--- config.mk ---
export PLATFORM = sky130hd
export DESIGN_NAME = aud_player_loop
export DESIGN_NICKNAME = d
export VERILOG_FILES = /design/src/rtl/aud_player_loop.sv
export SDC_FILE = /design/constraint.sdc
export NUM_CORES = 1
export LEC_CHECK = 0
export BUFFER_PORTS_ARGS = -buffer_cell sky130_fd_sc_hd__buf_2
export CAP_MARGIN = 20
export CORE_MARGIN = 2
export CORE_UTILIZATION = 35
export CTS_BUF_LIST = sky130_fd_sc_hd__clkbuf_2
export CTS_CLUSTER_SIZE = 12
export DETAILED_ROUTE_END_ITERATION = 10
export GPL_TIMING_DRIVEN = 0
export SETUP_SLACK_MARGIN = 0.02
export SYNTH_ARGS = -nofsm -noshare
export SYNTH_HDL_FRONTEND = slang
export SYNTH_SLANG_ARGS = --single-unit
export TNS_END_PERCENT = 100
--- constraint.sdc ---
create_clock -name i_clk -period 3 [get_ports i_clk]
set_input_delay 0.6 -clock i_clk [delete_from_list [all_inputs] [get_ports i_clk]]
set_output_delay 0.6 -clock i_clk [all_outputs]
set_load 0.01 [all_outputs]
--- src/rtl/aud_player_loop.sv ---
// I2S playback of a mono 16-bit SRAM loop buffer to the WM8731 DACDAT pin.
// The same sample goes out on the left and right halves; the buffer address advances once per frame.
module aud_player_loop #(
    parameter logic [19:0] MAX_ADDR = 20'd524_287
) (
    input  logic        i_clk,
    input  logic        i_rst_n,
    input  logic        i_daclrck,
    input  logic        i_start,
    input  logic        i_pause,
    input  logic        i_resume,
    input  logic        i_stop,
    input  logic [15:0] i_sram_data,
    output logic [19:0] o_address,
    output logic        o_dac_data,
    output logic        o_playing,
    output logic        o_wrap
);

    localparam logic [1:0] S_IDLE  = 2'd0;
    localparam logic [1:0] S_SYNC  = 2'd1;
    localparam logic [1:0] S_PLAY  = 2'd2;
    localparam logic [1:0] S_PAUSE = 2'd3;

    logic [1:0]  state_q, state_d;
    logic        lrc_q;
    logic [15:0] shift_q, shift_d;
    logic [15:0] hold_q, hold_d;
    logic [4:0]  bit_cnt_q, bit_cnt_d;
    logic        pause_pend_q, pause_pend_d;
    logic [19:0] addr_q, addr_d;
    logic        dac_q, dac_d;
    logic        wrap_q, wrap_d;

    logic fall, rise;
    assign fall = lrc_q & ~i_daclrck;
    assign rise = ~lrc_q & i_daclrck;

    // NOTE: every signal gets a default before any branch, so no path leaves one unassigned (no latches).
    always_comb begin
        state_d      = state_q;
        shift_d      = shift_q;
        hold_d       = hold_q;
        bit_cnt_d    = bit_cnt_q;
        pause_pend_d = pause_pend_q;
        addr_d       = addr_q;
        dac_d        = dac_q;
        wrap_d       = 1'b0;

        if (i_stop) begin
            state_d      = S_IDLE;
            addr_d       = '0;
            dac_d        = 1'b0;
            pause_pend_d = 1'b0;
            bit_cnt_d    = '0;
        end else if (i_start) begin
            state_d      = S_SYNC;
            addr_d       = '0;
            dac_d        = 1'b0;
            pause_pend_d = 1'b0;
            bit_cnt_d    = '0;
        end else begin
            case (state_q)
                S_IDLE: dac_d = 1'b0;
                S_SYNC: begin
                    dac_d = 1'b0;
                    if (fall) begin
                        state_d   = S_PLAY;
                        hold_d    = i_sram_data;
                        dac_d     = i_sram_data[15];
                        shift_d   = {i_sram_data[14:0], 1'b0};
                        bit_cnt_d = 5'd1;
                    end
                end
                S_PLAY: begin
                    if (i_pause) pause_pend_d = 1'b1;
                    if (fall && pause_pend_q) begin
                        state_d      = S_PAUSE;
                        dac_d        = 1'b0;
                        pause_pend_d = 1'b0;
                    end else if (fall) begin
                        hold_d    = i_sram_data;
                        dac_d     = i_sram_data[15];
                        shift_d   = {i_sram_data[14:0], 1'b0};
                        bit_cnt_d = 5'd1;
                    end else if (rise) begin
                        // Right half replays the held left sample; the frame ends here.
                        dac_d     = hold_q[15];
                        shift_d   = {hold_q[14:0], 1'b0};
                        bit_cnt_d = 5'd1;
                        wrap_d    = (addr_q == MAX_ADDR);
                        addr_d    = (addr_q == MAX_ADDR) ? '0 : addr_q + 20'd1;
                    end else if (bit_cnt_q >= 5'd1 && bit_cnt_q <= 5'd15) begin
                        dac_d     = shift_q[15];
                        shift_d   = {shift_q[14:0], 1'b0};
                        bit_cnt_d = bit_cnt_q + 5'd1;
                    end else begin
                        dac_d = 1'b0;
                    end
                end
                default: begin
                    dac_d = 1'b0;
                    if (i_resume) state_d = S_SYNC;
                end
            endcase
        end
    end

    // NOTE: sequential state uses non-blocking assignments so all registers update from pre-edge values.
    // NOTE: hold/shift are plain registers, not memories, so they take the async reset like the rest.
    always_ff @(posedge i_clk or negedge i_rst_n) begin
        if (!i_rst_n) begin
            state_q      <= S_IDLE;
            lrc_q        <= 1'b0;
            shift_q      <= '0;
            hold_q       <= '0;
            bit_cnt_q    <= '0;
            pause_pend_q <= 1'b0;
            addr_q       <= '0;
            dac_q        <= 1'b0;
            wrap_q       <= 1'b0;
        end else begin
            state_q      <= state_d;
            lrc_q        <= i_daclrck;
            shift_q      <= shift_d;
            hold_q       <= hold_d;
            bit_cnt_q    <= bit_cnt_d;
            pause_pend_q <= pause_pend_d;
            addr_q       <= addr_d;
            dac_q        <= dac_d;
            wrap_q       <= wrap_d;
        end
    end

    assign o_address  = addr_q;
    assign o_dac_data = dac_q;
    assign o_wrap     = wrap_q;
    assign o_playing  = (state_q == S_SYNC) || (state_q == S_PLAY);

endmodule

# ---- Yosys cells after proc, flatten, opt, wreduce, memory -nomap -nowiden
# Cells that the tools add are included.
dict set report totals {
  ff_bits 63
  output_inout_bits 23
}
dict set report classes {
  n_addsub 2
  magnitude_cmp 2
  n_eq_ne 13
  n_mux 49
  n_bitwise 6
  n_reduce_logical 16
}
# cell n
set ops {}
lappend ops {{$mux 20} 7}
lappend ops {{$mux 16} 7}
lappend ops {{$pmux 16 s2} 2}
lappend ops {{$mux 5} 7}
lappend ops {{$add 20x1->20 const B} 1}
lappend ops {{$eq 20x19->1 const B} 1}
lappend ops {{$mux 1} 18}
lappend ops {{$ne 4x4->1 const B} 4}
lappend ops {{$reduce_and 4->1} 4}
lappend ops {{$mux 2} 5}
lappend ops {{$pmux 5 s2} 1}
lappend ops {{$ne 3x3->1 const B} 3}
lappend ops {{$reduce_bool 4->1} 2}
lappend ops {{$ne 6x6->1 const B} 1}
lappend ops {{$pmux 2 s3} 1}
lappend ops {{$reduce_and 6->1} 1}
lappend ops {{$reduce_bool 3->1} 2}
lappend ops {{$add 5x1->5 const B} 1}
lappend ops {{$ge 5x1->1 const B} 1}
lappend ops {{$le 5x4->1 const B} 1}
lappend ops {{$reduce_bool 5->1} 1}
lappend ops {{$ne 2x2->1 const B} 2}
lappend ops {{$not 1->1} 4}
lappend ops {{$and 1x1->1} 2}
lappend ops {{other kinds (8)} 9}

# ---- Logic depth before layout (Yosys ltp)
dict set report depth {
  depth_word 9
  depth_mapped 9
}

# ---- Worst setup path after synthesis
# No wires, ideal clock.
dict set report synth_path {
  path_type {input to register}
  start {input port i_daclrck}
  end {register hold_q[10]}
  setup_ns 0.125
  arrival_ns 1.934
  t_required_ns 2.875
  slack_ns 0.941
  stages 6
  path_buffers 2
  path_cell_list {inv_1 ha_1 clkbuf_1 nand4_1 clkbuf_1 mux2_2}
}
dict set report synth_via {
  elab_chain_len 5
  elab_cells_between_ends 8
  cone_classes {1 x eq/ne; 3 x mux; 2 x bitwise; 2 x reduce/logical}
}
# element line_no
set synth_lines {}
lappend synth_lines {{from (decl)} 8} ;# input logic i_daclrck,
lappend synth_lines {{$not 1->1 (*)} 36} ;# assign fall = lrc_q & ~i_daclrck;
lappend synth_lines {{$and 1x1->1 (*)} 36}
lappend synth_lines {{$mux 16 or $logic_and 1x1->1 (tied branches)} -}
lappend synth_lines {{$mux 16 or $ne 2x2->1 (tied branches)} -}
lappend synth_lines {{$pmux 16 s2 or $reduce_and 4->1 (tied branches)} -}
lappend synth_lines {{to (signal assigned)} 126} ;# hold_q <= hold_d;
lappend synth_lines {{to (decl)} 28} ;# logic [15:0] hold_q, hold_d;
# Every way passes the cells marked *; elsewhere a longest branch is shown, timed or not. The select of a mux whose other input is x is not followed.
# A chain may end at the register's enable or synchronous reset.

# ---- Worst setup path after layout
dict set report layout_path {
  start {register state_q[0]}
  end {register hold_q[14]}
}
dict set report layout_via {
  elab_chain_len 3
  elab_cells_between_ends 6
  cone_classes {3 x eq/ne; 1 x mux; 2 x reduce/logical}
}
# element line_no
set layout_lines {}
lappend layout_lines {{from (decl)} 25} ;# logic [1:0] state_q, state_d;
lappend layout_lines {{from (signal assigned)} 123} ;# state_q <= state_d;
lappend layout_lines {{$eq 2x2->1 or $eq 2x1->1 (tied branches)} 63} ;# case (state_q)
lappend layout_lines {{$ne 2x2->1 (no line) or $reduce_bool 2->1 (tied branches)} -}
lappend layout_lines {{$reduce_and 4->1 (no line)} -}
# Several ways; a longest one is shown, not always the timed one.

==> results.sh <==
export IMPL_h_tree_depth=3
export IMPL_worst_pin_slew_ps=949
export IMPL_critPathMostFrequentCell="clkbuf_1"
export IMPL_postSynthCellCount=332
export IMPL_num_antenna_cells=0
export IMPL_routedWlPerCell_um=14.8
export IMPL_netSwitchingFraction=0.313
export IMPL_finalWorstSetupSlack_ps=543
export IMPL_tritoncts="built"
export IMPL_path_cells="inv_1 -> ha_1 -> clkbuf_1 -> nand2_1 -> nand4_1 -> clkbuf_1 -> mux2_2"
export IMPL_antenna_found_initial=0
export IMPL_drtIter0Drc=124
export IMPL_required_ps=3400
export IMPL_num_rows=34
export IMPL_drt_pass1_iterations=4
export IMPL_synthFlopType="dfrtp_1"
export IMPL_grt_start_max_net_pins=63
export IMPL_design_core_area_sq_um=8810
export IMPL_initial_utilization=0.364
export IMPL_startpoint_type="flip-flop"
export IMPL_crit_type="flip-flop to flip-flop"
export IMPL_drv_slew=0
export IMPL_nFillCells=891
export IMPL_crit_buf_inv=3
export IMPL_cp_max_fo=10
export IMPL_yosys_area_top_type="dfrtp_1"
export IMPL_hold_buffers=0
export IMPL_setup_tns_ps=0
export IMPL_max_freq_mhz=407
export IMPL_synth_edf_count=0
export IMPL_grtUsageTotal=0.159
export IMPL_peakVddDrop_mv=0.128
export IMPL_wl_um=7420
export IMPL_synth_cell_type_count=42
export IMPL_synth_area_sq_um=3200
export IMPL_syn_num_nets=364
export IMPL_cts_max_path_buffers=2
export IMPL_rsz0062_at_grt="false"
export IMPL_synth_common_cells="62 x dfrtp_1, 40 x nand2_1, 36 x nor2_1, 22 x a21oi_1, 20 x o21ai_0"
export IMPL_drc=0
export IMPL_p_int_w=0.00118
export IMPL_r2r_slack_ps=540
export IMPL_final_hold_violation_count=0
export IMPL_slew_headroom=0.362
export IMPL_p_sw_w=0.000537
export IMPL_fin_nets=420
export IMPL_portBuffers=45
export IMPL_grt_pass1_wl_um=12500
export IMPL_die_y_um=99.7
export IMPL_ant_nets=0
export IMPL_cts_buffers=9
export IMPL_clock_root_buffer="clkbuf_2"
export IMPL_grt_pass1_vias=2591
export IMPL_path_clk_slew_ps=230
export IMPL_drive_gt1_frac=0.214
export IMPL_reg2reg_depth=7
export IMPL_place_congestion=0.789
export IMPL_async_flop_share=1.00
export IMPL_dpl_hpwl_um=5200
export IMPL_ys_ff_latch=62
export IMPL_yosys_top_cells_area="dfrtp_1 48%, mux2_2 5.6%, mux2i_1 5.0%"
export IMPL_cts_resized=0
export IMPL_path_delay_family="buffers and inverters"
export IMPL_status="finished clean"
export IMPL_synth_most_common_cell="dfrtp_1"
export IMPL_area_growth_pct=14.3
export IMPL_pwr_share_seq=0.588
export IMPL_slowest_stage="clkbuf_1"
export IMPL_combPwrFrac=0.146
export IMPL_setup_violations=0
export IMPL_leakage_nw=1.68
export IMPL_fin_crit_sh=0.819
export IMPL_r2r_end="hold_q[14]"
export IMPL_clk_latency_ps=520
export IMPL_via_count=2637
export IMPL_pwr_share_clk=0.265
export IMPL_finalCriticalPeriod_ps=2460
export IMPL_min_path_type="primary input to asynchronous set/reset pin"
export IMPL_avgSynthCellArea_sq_um=9.65
export IMPL_reg2reg_from="state_q[0]"
export IMPL_clock_sinks=62
export IMPL_place_ws_ps=310
export IMPL_yosys_warnings=0
export IMPL_skew_ps=45.5
export IMPL_max_cap_viol_count=0
export IMPL_yosys_area_top_type_share=0.484
export IMPL_die_area_sq_um=9930
export IMPL_grt_ovfl_total=0
export IMPL_via_per_inst=5.26
export IMPL_cp_end_kind="flip-flop"
export IMPL_postCtsSetupBuffers=0
export IMPL_crit_arrival_ps=2860
export IMPL_ioPinCount=46
export IMPL_power_density_nw_per_um2=469
export IMPL_die_w_um=99.7
export IMPL_max_stage_delay_ps=500
export IMPL_seq_area_frac_synth=0.484
sequential cells by signal (all words and copies together), names as in the netlist:
register	count
shift_q	15
hold_q	16
o_address	20
pause_pend_q	1
bit_cnt_q	5
o_dac_data	1
o_wrap	1
state_q	2
lrc_q	1
worst max path at each step:
stage | from | to | slack [ps] | cells past startpoint
global placement | i_daclrck | hold_q[14] | 320 | 7
floorplan | i_daclrck | hold_q[10] | 940 | 6
CTS | state_q[0] | hold_q[14] | 540 | 7
detailed placement | i_daclrck | hold_q[9] | 310 | 7
finish | state_q[0] | hold_q[14] | 540 | 7
global route | state_q[0] | hold_q[13] | 320 | 7
power groups by stage:
stage | clock, W | combinational [W] | sequential [W]
finish | 0.000455 | 0.000251 | 0.00101
global route | 0.000519 | 0.000287 | 0.00102
CTS | 0.000473 | 0.000255 | 0.00101
detailed placement | 0 | 0.000254 | 0.00103
global placement | 0 | 0.000243 | 0.00102
floorplan | 0 | 0.000177 | 0.00101
final cells by class:
| type | instances | area [sq um] | area share |
|---|---|---|---|
| sequential | 62 | 1550 | 0.424 |
| multi-input combinational | 246 | 1550 | 0.424 |
| timing repair buffer | 45 | 228 | 0.0622 |
| tap | 108 | 135 | 0.0369 |
| buffer | 14 | 62.6 | 0.0171 |
| clock inverter | 7 | 48.8 | 0.0133 |
| clock buffer | 9 | 45.0 | 0.0123 |
| inverter | 10 | 37.5 | 0.0103 |
logic make-up (layout without fill, tap and decap cells):
kind of cell	Yosys count	in the layout	share of synthesized area
AOI/OAI and AO/OA	62	62	0.114
xor gates and xnor gates	12	12	0.0328
adders and majority gates	9	9	0.0352
buffers and inverters	24	85	0.0312
DFF	62	62	0.484
muxes	32	32	0.106
and+or+nand+nor	131	131	0.196
per-layer routing:
metal / wire [um] / track usage / share of wire
met5: 0 / 0 / 0
met4: 76 / 0.0653 / 0.010
met3: 323 / 0.0443 / 0.044
met2: 3470 / 0.249 / 0.47
met1: 3550 / 0.208 / 0.48
placed cells by master, fill, tap and decap left out, types with 2 or more instances in the layout:
master    instances
buf_4             3
or3_1             4
nor4_1            4
clkbuf_2          9
nor3_1            2
o21ai_0          20
nand4_1          10
clkbuf_1          9
o31ai_1           2
xor2_1            9
nand2b_1          4
inv_1            10
or2_2             2
and3_1            5
o211ai_1          3
clkinv_4          2
xnor2_1           3
a31oi_1           3
and4_1            4
nand2_1          40
clkinv_2          2
ha_1              9
mux2_2           16
o21ai_1           2
buf_2            46
mux2i_1          16
a21oi_1          22
inv_6             2
nand3_1          14
nor2_1           36
dfrtp_1          62
nand3b_1          3
through the flow:
step	power, W	utilization	hold slack [ps]	cells	cell area (sq um)
after floorplan	0.00118	-	304	332	3200
after global placement	0.00126	0.405	461	485	3560
after detailed placement	0.00128	0.405	471	485	3570
after CTS	0.00174	0.416	125	501	3660
after global routing	0.00183	0.416	110	501	3660
final	0.00172	0.416	133	501	3660
(Power assumes the default switching activity.)
